===== src/rtl/vx_tl_mem_adapter_if.sv =====
// Pipeline cache request/response buses and TileLink A/D channels bundled for vx_tl_mem_adapter.
// Vectors are lane-packed with lane 0 in the LSBs.
interface vx_tl_mem_adapter_if #(
   parameter int NUM_LANES = 4,
   parameter int ITAG_W    = 8,
   parameter int DTAG_W    = 8,
   parameter int SRC_W     = 10
);
   logic                     icache_req_valid;
   logic [29:0]              icache_req_addr;
   logic [ITAG_W-1:0]        icache_req_tag;
   logic                     icache_req_ready;

   logic                     icache_rsp_valid;
   logic [31:0]              icache_rsp_data;
   logic [ITAG_W-1:0]        icache_rsp_tag;
   logic                     icache_rsp_ready;

   logic [NUM_LANES-1:0]     dcache_req_valid;
   logic [NUM_LANES-1:0]     dcache_req_rw;
   logic [4*NUM_LANES-1:0]   dcache_req_byteen;
   logic [30*NUM_LANES-1:0]  dcache_req_addr;
   logic [32*NUM_LANES-1:0]  dcache_req_data;
   logic [DTAG_W-1:0]        dcache_req_tag;
   logic [NUM_LANES-1:0]     dcache_req_ready;

   logic                     dcache_rsp_valid;
   logic [NUM_LANES-1:0]     dcache_rsp_tmask;
   logic [32*NUM_LANES-1:0]  dcache_rsp_data;
   logic [DTAG_W-1:0]        dcache_rsp_tag;
   logic                     dcache_rsp_ready;

   logic                     imem_a_valid;
   logic [2:0]               imem_a_opcode;
   logic [3:0]               imem_a_size;
   logic [SRC_W-1:0]         imem_a_source;
   logic [31:0]              imem_a_address;
   logic [3:0]               imem_a_mask;
   logic [31:0]              imem_a_data;
   logic                     imem_a_ready;

   logic                     imem_d_valid;
   logic [2:0]               imem_d_opcode;
   logic [3:0]               imem_d_size;
   logic [SRC_W-1:0]         imem_d_source;
   logic [31:0]              imem_d_data;
   logic                     imem_d_ready;

   logic [NUM_LANES-1:0]       dmem_a_valid;
   logic [3*NUM_LANES-1:0]     dmem_a_opcode;
   logic [4*NUM_LANES-1:0]     dmem_a_size;
   logic [SRC_W*NUM_LANES-1:0] dmem_a_source;
   logic [32*NUM_LANES-1:0]    dmem_a_address;
   logic [4*NUM_LANES-1:0]     dmem_a_mask;
   logic [32*NUM_LANES-1:0]    dmem_a_data;
   logic [NUM_LANES-1:0]       dmem_a_ready;

   logic [NUM_LANES-1:0]       dmem_d_valid;
   logic [3*NUM_LANES-1:0]     dmem_d_opcode;
   logic [4*NUM_LANES-1:0]     dmem_d_size;
   logic [SRC_W*NUM_LANES-1:0] dmem_d_source;
   logic [32*NUM_LANES-1:0]    dmem_d_data;
   logic [NUM_LANES-1:0]       dmem_d_ready;

   modport slave (
      input  icache_req_valid, icache_req_addr, icache_req_tag,
      output icache_req_ready,
      output icache_rsp_valid, icache_rsp_data, icache_rsp_tag,
      input  icache_rsp_ready,
      input  dcache_req_valid, dcache_req_rw, dcache_req_byteen, dcache_req_addr,
      input  dcache_req_data, dcache_req_tag,
      output dcache_req_ready,
      output dcache_rsp_valid, dcache_rsp_tmask, dcache_rsp_data, dcache_rsp_tag,
      input  dcache_rsp_ready,
      output imem_a_valid, imem_a_opcode, imem_a_size, imem_a_source, imem_a_address,
      output imem_a_mask, imem_a_data,
      input  imem_a_ready,
      input  imem_d_valid, imem_d_opcode, imem_d_size, imem_d_source, imem_d_data,
      output imem_d_ready,
      output dmem_a_valid, dmem_a_opcode, dmem_a_size, dmem_a_source, dmem_a_address,
      output dmem_a_mask, dmem_a_data,
      input  dmem_a_ready,
      input  dmem_d_valid, dmem_d_opcode, dmem_d_size, dmem_d_source, dmem_d_data,
      output dmem_d_ready
   );

   modport master (
      output icache_req_valid, icache_req_addr, icache_req_tag,
      input  icache_req_ready,
      input  icache_rsp_valid, icache_rsp_data, icache_rsp_tag,
      output icache_rsp_ready,
      output dcache_req_valid, dcache_req_rw, dcache_req_byteen, dcache_req_addr,
      output dcache_req_data, dcache_req_tag,
      input  dcache_req_ready,
      input  dcache_rsp_valid, dcache_rsp_tmask, dcache_rsp_data, dcache_rsp_tag,
      output dcache_rsp_ready,
      input  imem_a_valid, imem_a_opcode, imem_a_size, imem_a_source, imem_a_address,
      input  imem_a_mask, imem_a_data,
      output imem_a_ready,
      output imem_d_valid, imem_d_opcode, imem_d_size, imem_d_source, imem_d_data,
      input  imem_d_ready,
      input  dmem_a_valid, dmem_a_opcode, dmem_a_size, dmem_a_source, dmem_a_address,
      input  dmem_a_mask, dmem_a_data,
      output dmem_a_ready,
      output dmem_d_valid, dmem_d_opcode, dmem_d_size, dmem_d_source, dmem_d_data,
      input  dmem_d_ready
   );
endinterface


===== src/rtl/vx_tl_mem_adapter.sv =====
// Combinational bridge from the Vortex icache/dcache ports to TileLink A/D channels,
// plus the msip-triggered core reset pulse and tile status outputs.
module vx_tl_mem_adapter #(
   parameter int NUM_LANES = 4,
   parameter int ITAG_W    = 8,
   parameter int DTAG_W    = 8,
   parameter int SRC_W     = 10,
   parameter int RST_PULSE = 6
) (
   input  logic               clock,
   input  logic               reset,
   input  logic               interrupts_msip,
   output logic               core_reset,
   input  logic               busy,
   output logic               cease,
   output logic               wfi,
   vx_tl_mem_adapter_if.slave bus
);
   localparam int              CNT_W         = $clog2(RST_PULSE + 1);
   localparam logic [CNT_W-1:0] CNT_LOAD      = CNT_W'(RST_PULSE);
   localparam logic [2:0]       TL_GET        = 3'd4;
   localparam logic [2:0]       TL_PUT_FULL   = 3'd0;
   localparam logic [2:0]       TL_ACCESS_ACK = 3'd0;
   localparam logic [3:0]       TL_SIZE_WORD  = 4'd2;

   logic                 r_msip_d;
   logic [CNT_W-1:0]     r_cnt;
   logic [SRC_W-1:0]     w_isrc;
   logic [SRC_W-1:0]     w_dsrc;
   logic [NUM_LANES-1:0] w_lv;
   logic [DTAG_W-1:0]    w_dtag;
   logic                 w_unused_bits;

   // msip edge detector and reset-pulse countdown
   always_ff @(posedge clock or posedge reset) begin
      if (reset) begin
         r_msip_d <= 1'b0;
         r_cnt    <= '0;
      end else begin
         r_msip_d <= interrupts_msip;
         if (!r_msip_d && interrupts_msip) begin
            r_cnt <= CNT_LOAD;
         end else if (r_cnt != '0) begin
            r_cnt <= r_cnt - CNT_W'(1);
         end else begin
            r_cnt <= '0;
         end
      end
   end

   assign core_reset = reset | (r_cnt != '0);
   assign cease      = ~busy;
   assign wfi        = 1'b0;

   // Core tags are zero-extended into the wider TileLink source field
   always_comb begin
      w_isrc                 = '0;
      w_isrc[ITAG_W-1:0]     = bus.icache_req_tag;
      w_dsrc                 = '0;
      w_dsrc[DTAG_W-1:0]     = bus.dcache_req_tag;
   end

   assign bus.imem_a_valid     = bus.icache_req_valid;
   assign bus.imem_a_opcode    = TL_GET;
   assign bus.imem_a_size      = TL_SIZE_WORD;
   assign bus.imem_a_source    = w_isrc;
   assign bus.imem_a_address   = {bus.icache_req_addr, 2'b00};
   assign bus.imem_a_mask      = 4'hF;
   assign bus.imem_a_data      = 32'h0000_0000;
   assign bus.icache_req_ready = bus.imem_a_ready;

   assign bus.icache_rsp_valid = bus.imem_d_valid;
   assign bus.icache_rsp_data  = bus.imem_d_data;
   assign bus.icache_rsp_tag   = bus.imem_d_source[ITAG_W-1:0];
   assign bus.imem_d_ready     = bus.icache_rsp_ready;

   for (genvar g = 0; g < NUM_LANES; g++) begin : g_lane
      assign bus.dmem_a_valid[g]                 = bus.dcache_req_valid[g];
      assign bus.dmem_a_opcode[g*3 +: 3]         = bus.dcache_req_rw[g] ? TL_PUT_FULL : TL_GET;
      assign bus.dmem_a_size[g*4 +: 4]           = TL_SIZE_WORD;
      assign bus.dmem_a_source[g*SRC_W +: SRC_W] = w_dsrc;
      assign bus.dmem_a_address[g*32 +: 32]      = {bus.dcache_req_addr[g*30 +: 30], 2'b00};
      assign bus.dmem_a_mask[g*4 +: 4]           = bus.dcache_req_byteen[g*4 +: 4];
      assign bus.dmem_a_data[g*32 +: 32]         = bus.dcache_req_data[g*32 +: 32];
      assign bus.dcache_req_ready[g]             = bus.dmem_a_ready[g];

      // Write acks carry no payload for the core; they are consumed but not forwarded
      assign w_lv[g] = bus.dmem_d_valid[g] && (bus.dmem_d_opcode[g*3 +: 3] != TL_ACCESS_ACK);
   end

   // Tag follows the highest-index lane with d_valid, acks included
   always_comb begin
      w_dtag = '0;
      for (int i = 0; i < NUM_LANES; i++) begin
         w_dtag = bus.dmem_d_valid[i] ? bus.dmem_d_source[i*SRC_W +: DTAG_W] : w_dtag;
      end
   end

   assign bus.dcache_rsp_valid = |w_lv;
   assign bus.dcache_rsp_tmask = w_lv;
   assign bus.dcache_rsp_data  = bus.dmem_d_data;
   assign bus.dcache_rsp_tag   = w_dtag;
   assign bus.dmem_d_ready     = {NUM_LANES{bus.dcache_rsp_ready}};

   assign w_unused_bits = ^{bus.imem_d_opcode, bus.imem_d_size, bus.imem_d_source,
                            bus.dmem_d_size, bus.dmem_d_source};
endmodule


===== src/flat_wrapper.sv =====
// flat-port wrapper written by rule: the top's interface ports become plain ports
module vx_tl_mem_adapter_flat 
#(
   parameter int NUM_LANES = 4,
   parameter int ITAG_W    = 8,
   parameter int DTAG_W    = 8,
   parameter int SRC_W     = 10,
   parameter int RST_PULSE = 6
)
  (clock, reset, interrupts_msip, core_reset, busy, cease, wfi, bus_icache_req_valid, bus_icache_req_addr, bus_icache_req_tag, bus_icache_req_ready, bus_icache_rsp_valid, bus_icache_rsp_data, bus_icache_rsp_tag, bus_icache_rsp_ready, bus_dcache_req_valid, bus_dcache_req_rw, bus_dcache_req_byteen, bus_dcache_req_addr, bus_dcache_req_data, bus_dcache_req_tag, bus_dcache_req_ready, bus_dcache_rsp_valid, bus_dcache_rsp_tmask, bus_dcache_rsp_data, bus_dcache_rsp_tag, bus_dcache_rsp_ready, bus_imem_a_valid, bus_imem_a_opcode, bus_imem_a_size, bus_imem_a_source, bus_imem_a_address, bus_imem_a_mask, bus_imem_a_data, bus_imem_a_ready, bus_imem_d_valid, bus_imem_d_opcode, bus_imem_d_size, bus_imem_d_source, bus_imem_d_data, bus_imem_d_ready, bus_dmem_a_valid, bus_dmem_a_opcode, bus_dmem_a_size, bus_dmem_a_source, bus_dmem_a_address, bus_dmem_a_mask, bus_dmem_a_data, bus_dmem_a_ready, bus_dmem_d_valid, bus_dmem_d_opcode, bus_dmem_d_size, bus_dmem_d_source, bus_dmem_d_data, bus_dmem_d_ready);
  vx_tl_mem_adapter_if #(.NUM_LANES(NUM_LANES), .ITAG_W(ITAG_W), .DTAG_W(DTAG_W), .SRC_W(SRC_W)) bus_i ();
  input  logic clock;
  input  logic reset;
  input  logic interrupts_msip;
  output logic core_reset;
  input  logic busy;
  output logic cease;
  output logic wfi;
  input wire logic [$bits(bus_i.icache_req_valid)-1:0] bus_icache_req_valid;
  input wire logic [$bits(bus_i.icache_req_addr)-1:0] bus_icache_req_addr;
  input wire logic [$bits(bus_i.icache_req_tag)-1:0] bus_icache_req_tag;
  output wire logic [$bits(bus_i.icache_req_ready)-1:0] bus_icache_req_ready;
  output wire logic [$bits(bus_i.icache_rsp_valid)-1:0] bus_icache_rsp_valid;
  output wire logic [$bits(bus_i.icache_rsp_data)-1:0] bus_icache_rsp_data;
  output wire logic [$bits(bus_i.icache_rsp_tag)-1:0] bus_icache_rsp_tag;
  input wire logic [$bits(bus_i.icache_rsp_ready)-1:0] bus_icache_rsp_ready;
  input wire logic [$bits(bus_i.dcache_req_valid)-1:0] bus_dcache_req_valid;
  input wire logic [$bits(bus_i.dcache_req_rw)-1:0] bus_dcache_req_rw;
  input wire logic [$bits(bus_i.dcache_req_byteen)-1:0] bus_dcache_req_byteen;
  input wire logic [$bits(bus_i.dcache_req_addr)-1:0] bus_dcache_req_addr;
  input wire logic [$bits(bus_i.dcache_req_data)-1:0] bus_dcache_req_data;
  input wire logic [$bits(bus_i.dcache_req_tag)-1:0] bus_dcache_req_tag;
  output wire logic [$bits(bus_i.dcache_req_ready)-1:0] bus_dcache_req_ready;
  output wire logic [$bits(bus_i.dcache_rsp_valid)-1:0] bus_dcache_rsp_valid;
  output wire logic [$bits(bus_i.dcache_rsp_tmask)-1:0] bus_dcache_rsp_tmask;
  output wire logic [$bits(bus_i.dcache_rsp_data)-1:0] bus_dcache_rsp_data;
  output wire logic [$bits(bus_i.dcache_rsp_tag)-1:0] bus_dcache_rsp_tag;
  input wire logic [$bits(bus_i.dcache_rsp_ready)-1:0] bus_dcache_rsp_ready;
  output wire logic [$bits(bus_i.imem_a_valid)-1:0] bus_imem_a_valid;
  output wire logic [$bits(bus_i.imem_a_opcode)-1:0] bus_imem_a_opcode;
  output wire logic [$bits(bus_i.imem_a_size)-1:0] bus_imem_a_size;
  output wire logic [$bits(bus_i.imem_a_source)-1:0] bus_imem_a_source;
  output wire logic [$bits(bus_i.imem_a_address)-1:0] bus_imem_a_address;
  output wire logic [$bits(bus_i.imem_a_mask)-1:0] bus_imem_a_mask;
  output wire logic [$bits(bus_i.imem_a_data)-1:0] bus_imem_a_data;
  input wire logic [$bits(bus_i.imem_a_ready)-1:0] bus_imem_a_ready;
  input wire logic [$bits(bus_i.imem_d_valid)-1:0] bus_imem_d_valid;
  input wire logic [$bits(bus_i.imem_d_opcode)-1:0] bus_imem_d_opcode;
  input wire logic [$bits(bus_i.imem_d_size)-1:0] bus_imem_d_size;
  input wire logic [$bits(bus_i.imem_d_source)-1:0] bus_imem_d_source;
  input wire logic [$bits(bus_i.imem_d_data)-1:0] bus_imem_d_data;
  output wire logic [$bits(bus_i.imem_d_ready)-1:0] bus_imem_d_ready;
  output wire logic [$bits(bus_i.dmem_a_valid)-1:0] bus_dmem_a_valid;
  output wire logic [$bits(bus_i.dmem_a_opcode)-1:0] bus_dmem_a_opcode;
  output wire logic [$bits(bus_i.dmem_a_size)-1:0] bus_dmem_a_size;
  output wire logic [$bits(bus_i.dmem_a_source)-1:0] bus_dmem_a_source;
  output wire logic [$bits(bus_i.dmem_a_address)-1:0] bus_dmem_a_address;
  output wire logic [$bits(bus_i.dmem_a_mask)-1:0] bus_dmem_a_mask;
  output wire logic [$bits(bus_i.dmem_a_data)-1:0] bus_dmem_a_data;
  input wire logic [$bits(bus_i.dmem_a_ready)-1:0] bus_dmem_a_ready;
  input wire logic [$bits(bus_i.dmem_d_valid)-1:0] bus_dmem_d_valid;
  input wire logic [$bits(bus_i.dmem_d_opcode)-1:0] bus_dmem_d_opcode;
  input wire logic [$bits(bus_i.dmem_d_size)-1:0] bus_dmem_d_size;
  input wire logic [$bits(bus_i.dmem_d_source)-1:0] bus_dmem_d_source;
  input wire logic [$bits(bus_i.dmem_d_data)-1:0] bus_dmem_d_data;
  output wire logic [$bits(bus_i.dmem_d_ready)-1:0] bus_dmem_d_ready;
  assign bus_i.icache_req_valid = bus_icache_req_valid;
  assign bus_i.icache_req_addr = bus_icache_req_addr;
  assign bus_i.icache_req_tag = bus_icache_req_tag;
  assign bus_icache_req_ready = bus_i.icache_req_ready;
  assign bus_icache_rsp_valid = bus_i.icache_rsp_valid;
  assign bus_icache_rsp_data = bus_i.icache_rsp_data;
  assign bus_icache_rsp_tag = bus_i.icache_rsp_tag;
  assign bus_i.icache_rsp_ready = bus_icache_rsp_ready;
  assign bus_i.dcache_req_valid = bus_dcache_req_valid;
  assign bus_i.dcache_req_rw = bus_dcache_req_rw;
  assign bus_i.dcache_req_byteen = bus_dcache_req_byteen;
  assign bus_i.dcache_req_addr = bus_dcache_req_addr;
  assign bus_i.dcache_req_data = bus_dcache_req_data;
  assign bus_i.dcache_req_tag = bus_dcache_req_tag;
  assign bus_dcache_req_ready = bus_i.dcache_req_ready;
  assign bus_dcache_rsp_valid = bus_i.dcache_rsp_valid;
  assign bus_dcache_rsp_tmask = bus_i.dcache_rsp_tmask;
  assign bus_dcache_rsp_data = bus_i.dcache_rsp_data;
  assign bus_dcache_rsp_tag = bus_i.dcache_rsp_tag;
  assign bus_i.dcache_rsp_ready = bus_dcache_rsp_ready;
  assign bus_imem_a_valid = bus_i.imem_a_valid;
  assign bus_imem_a_opcode = bus_i.imem_a_opcode;
  assign bus_imem_a_size = bus_i.imem_a_size;
  assign bus_imem_a_source = bus_i.imem_a_source;
  assign bus_imem_a_address = bus_i.imem_a_address;
  assign bus_imem_a_mask = bus_i.imem_a_mask;
  assign bus_imem_a_data = bus_i.imem_a_data;
  assign bus_i.imem_a_ready = bus_imem_a_ready;
  assign bus_i.imem_d_valid = bus_imem_d_valid;
  assign bus_i.imem_d_opcode = bus_imem_d_opcode;
  assign bus_i.imem_d_size = bus_imem_d_size;
  assign bus_i.imem_d_source = bus_imem_d_source;
  assign bus_i.imem_d_data = bus_imem_d_data;
  assign bus_imem_d_ready = bus_i.imem_d_ready;
  assign bus_dmem_a_valid = bus_i.dmem_a_valid;
  assign bus_dmem_a_opcode = bus_i.dmem_a_opcode;
  assign bus_dmem_a_size = bus_i.dmem_a_size;
  assign bus_dmem_a_source = bus_i.dmem_a_source;
  assign bus_dmem_a_address = bus_i.dmem_a_address;
  assign bus_dmem_a_mask = bus_i.dmem_a_mask;
  assign bus_dmem_a_data = bus_i.dmem_a_data;
  assign bus_i.dmem_a_ready = bus_dmem_a_ready;
  assign bus_i.dmem_d_valid = bus_dmem_d_valid;
  assign bus_i.dmem_d_opcode = bus_dmem_d_opcode;
  assign bus_i.dmem_d_size = bus_dmem_d_size;
  assign bus_i.dmem_d_source = bus_dmem_d_source;
  assign bus_i.dmem_d_data = bus_dmem_d_data;
  assign bus_dmem_d_ready = bus_i.dmem_d_ready;
  vx_tl_mem_adapter #(.NUM_LANES(NUM_LANES), .ITAG_W(ITAG_W), .DTAG_W(DTAG_W), .SRC_W(SRC_W), .RST_PULSE(RST_PULSE)) u_core (.clock(clock), .reset(reset), .interrupts_msip(interrupts_msip), .core_reset(core_reset), .busy(busy), .cease(cease), .wfi(wfi), .bus(bus_i));
endmodule

===== config.mk =====
export PLATFORM = sky130hd
export DESIGN_NAME = vx_tl_mem_adapter_flat
export DESIGN_NICKNAME = d
export VERILOG_FILES = /design/src/rtl/vx_tl_mem_adapter_if.sv /design/src/rtl/vx_tl_mem_adapter.sv /design/src/flat_wrapper.sv
export SDC_FILE = /design/constraint.sdc
export NUM_CORES = 1
export LEC_CHECK = 0
export CORE_AREA = 2 2 473 475
export DETAILED_ROUTE_END_ITERATION = 8
export DIE_AREA = 0 0 475 477
export SETUP_SLACK_MARGIN = 0.05
export SLEW_MARGIN = 20
export SYNTH_ARGS = -nofsm -noshare
export SYNTH_HDL_FRONTEND = slang
export SYNTH_SLANG_ARGS = --single-unit

===== constraint.sdc =====
create_clock -name clock -period 1.4 [get_ports clock]
set_input_delay 0.21 -clock clock [delete_from_list [all_inputs] [get_ports clock]]
set_output_delay 0.21 -clock clock [all_outputs]
set_load 0.02 [all_outputs]

==> impl_metrics.yaml <==
outcome:
  status: "complete, but fails checks"
  violations: "negative setup slack"
grt:
  grt_overflow: 0
  grt_antenna_before_repair: 27
  grt_pass1_vias: 2337
  grt_start_max_net_pins: 9
  track_usage_pct: 14.3
  grt_pass1_wl_mm: 176
pwr:
  powerDensity_nw_per_um2: 286
  ir_drop_mv: 0.367
  leakage_nw: 1.13
critical_path:
  timing.rr.end: "u_core.r_cnt[2]"
  arrival_ns: 1.30
  critPathCaptureType: "primary output"
  crit_end: "bus_dcache_rsp_tag[5]"
  worstReg2RegStart: "u_core.r_cnt[0]"
  worstPathMaxFanout: 1
  reg2reg_depth: 4
  start_kind: "input port"
  rrSetupSlack_ns: 0.39
  startpoint: "bus_dmem_d_source[15]"
  crit_required_ns: 1.19
  worstSetupPathType: "in2out"
placed_design:
  gp_congestion: 0.853
  io_buffers: 74
  dpl_cell_area_um2: 5580
  dp.cells: 3217
  hpwl_mm: 167
synth:
  synth.avg_cell_area_um2: 7.47
  synthesis.area_um2: 5030
  seq_area_frac_synth_pct: 1.99
  muxShareOfSynthArea_pct: 0
  synthCells: 673
  synth-adder-area-share_pct: 0.498
  ys_seq_elements: 4
  synth_xor_area_share_pct: 0
  synth_top_family_by_area: "buffers and inverters"
  yosysWarnings: 0
  yosys.area_share.simple_pct: 2.36
  synth_compound_area_share_pct: 3.58
  yosysUniqueCellTypes: 19
clocking:
  hold_buffers: 0
  cts-root-buf: "clkbuf_16"
  cts.sinks: 4
  cts_tree: "yes"
  clkSlewWorstSetupHoldPaths_ns: 0.03
  clkLatencyLatePin_ns: 0.22
  cts_max_level: 1
  cts_made_buffers: 3
  clock_path_buffers: 2
sta:
  setup_tns_ns: -0.620
  skew_ns: 0.000367
  fmax_mhz: 661
  timing.final.crit_share_pct: 108
  finalCriticalPeriod_ns: 1.51
  rsz0062_at_grt: "yes"
  slew_violations: 0
  finalHoldViolations: 0
  fin_ws_ns: -0.112
  finalSetupViolCount: 8
hold_path:
  hold_class: "in2async"
cells_and_area:
  nNetsFinal: 835
  syn_to_final_growth_pct: 15.2
  fin_cells: 3228
  design_area_um2: 5800
  layout-drive-gt1-share_pct: 31.5
  fin_util_pct: 2.62
detailed_routing:
  drtPass1Iterations: 4
  routed_wl_mm: 169
  routed-via-count: 2731
  drc: 0
  drt-initial-drc-count: 110
  wl_per_cell_um: 52.4
  vias_per_cell: 0.846
  final_antenna_net_count: 0
die:
  initial_core_util_pct: 2.27
  design.core.area_um2: 221000
  die_h_um: 477
  rows: 173
  dieWidth_um: 475
  die-area_um2: 227000
  ios: 1205
run:
  cap_violations: 0
layout make-up:
cell class	instances	area, µm²
Fill cell	26500	216000
Clock buffer	3	75.1
Tap cell	2975	3720
Timing Repair Buffer	99	1070
Inverter	9	33.8
Multi-Input combinational cell	136	792
Antenna cell	2	5.00
Sequential cell	4	100
power breakdown:
group | internal (mW) | total [mW] | switching, mW
Combinational | 0.433 | 1.03 | 0.597
Sequential | 0.162 | 0.191 | 0.0288
Clock | 0.364 | 0.438 | 0.0741
Total | 0.959 | 1.66 | 0.700
metal layers:
metal  routed length [µm]  vias to the layer above  global-route usage [%]
li1                     -                      524                       -
met1                 7330                      655                    1.65
met2                74900                     1398                    22.7
met3                83200                      130                    33.2
met4                 3150                       24                    2.27
met5                  677                        -                    1.73
cell families (layout without fill, tap and decap cells):
kind of cell | after synthesis | count (layout)
and+or+nand+nor | 23 | 23
other | 2 | 90
buffers and inverters | 619 | 111
AOI/OAI and AO/OA | 23 | 23
DFF | 4 | 4
adders and majority gates | 2 | 2
worst min path at each step:
stage | slack, ns | from | to | depth (start not counted)
after floorplan | -0.02 | reset | u_core.r_cnt[0] | 1
after global placement | 0.42 | bus_imem_d_data[16] | bus_icache_rsp_data[16] | 0
after detailed placement | 0.42 | bus_imem_d_data[16] | bus_icache_rsp_data[16] | 0
after CTS | 0.26 | reset | u_core.r_cnt[1] | 3
after global routing | 0.31 | reset | u_core.r_cnt[1] | 3
final | 0.28 | reset | u_core.r_cnt[1] | 3
metrics by stage:
| step | total power [mW] | hold slack, ns | setup WS, ns |
|---|---|---|---|
| 2_1_floorplan | 2.95 | -0.0158 | -0.0448 |
| 3_3_place_gp | 1.19 | 0.420 | -0.702 |
| 3_5_place_dp | 1.19 | 0.420 | -0.635 |
| 4_1_cts | 1.66 | 0.258 | -0.150 |
| 5_1_grt | 1.77 | 0.305 | -0.188 |
| 6_report | 1.66 | 0.282 | -0.112 |
sequential cells by signal (all words and copies together), names as in the netlist:
| signal | cells |
|---|---|
| u_core.r_cnt | 3 |
| u_core.r_msip_d | 1 |
timing repair:
item                       4_1_cts  5_1_grt
setup endpoints to repair       15       10
resized for setup              106        9
pin swaps                       19       11
setup buffers                    5        4
Yosys cell counts (all sizes together):
cell / n / share of area [%]
nor2b: 8 / 1.0
o31a: 4 / 0.70
nor3b: 1 / 0.15
inv: 9 / 0.67
dfrtp: 4 / 2.0
or4: 1 / 0.15
nor2: 1 / 0.075
clkbuf: 4 / 0.30
conb: 2 / 0.15
buf: 606 / 90
a21oi: 2 / 0.20
ha: 2 / 0.50
a221oi: 7 / 1.2
nand2: 10 / 0.75
o21ai: 1 / 0.099
a22o: 1 / 0.17
nand2b: 2 / 0.25
o211ai: 1 / 0.15
o31ai: 7 / 1.0
cells in the final DEF, fill, tap and decap left out, types with 2 or more instances in the layout:
cell	Yosys	final
dlygate4sd2_1	0	19
o31ai_2	0	2
a221oi_2	0	5
o31ai_1	7	3
clkbuf_16	0	3
buf_4	606	20
buf_2	0	8
inv_1	9	8
dlymetal6s2s_1	0	2
buf_12	0	14
nor2b_4	0	2
nor2b_1	8	6
clkdlybuf4s50_1	0	21
a21oi_2	0	2
o31ai_4	0	2
buf_6	0	10
o31a_1	4	4
nand2_1	10	9
diode_2	0	2
dfrtp_1	4	4
nand2b_1	2	2
conb_1	2	88
a221oi_4	0	2
buf_8	0	3
worst max-delay path: stages:
cell,delay [ns]
dlygate4sd2_1,0.36
a221oi_2,0.33
o31ai_1,0.10
buf_4,0.14
buf_12,0.13
Note: power is estimated with default switching activity, not from simulation.
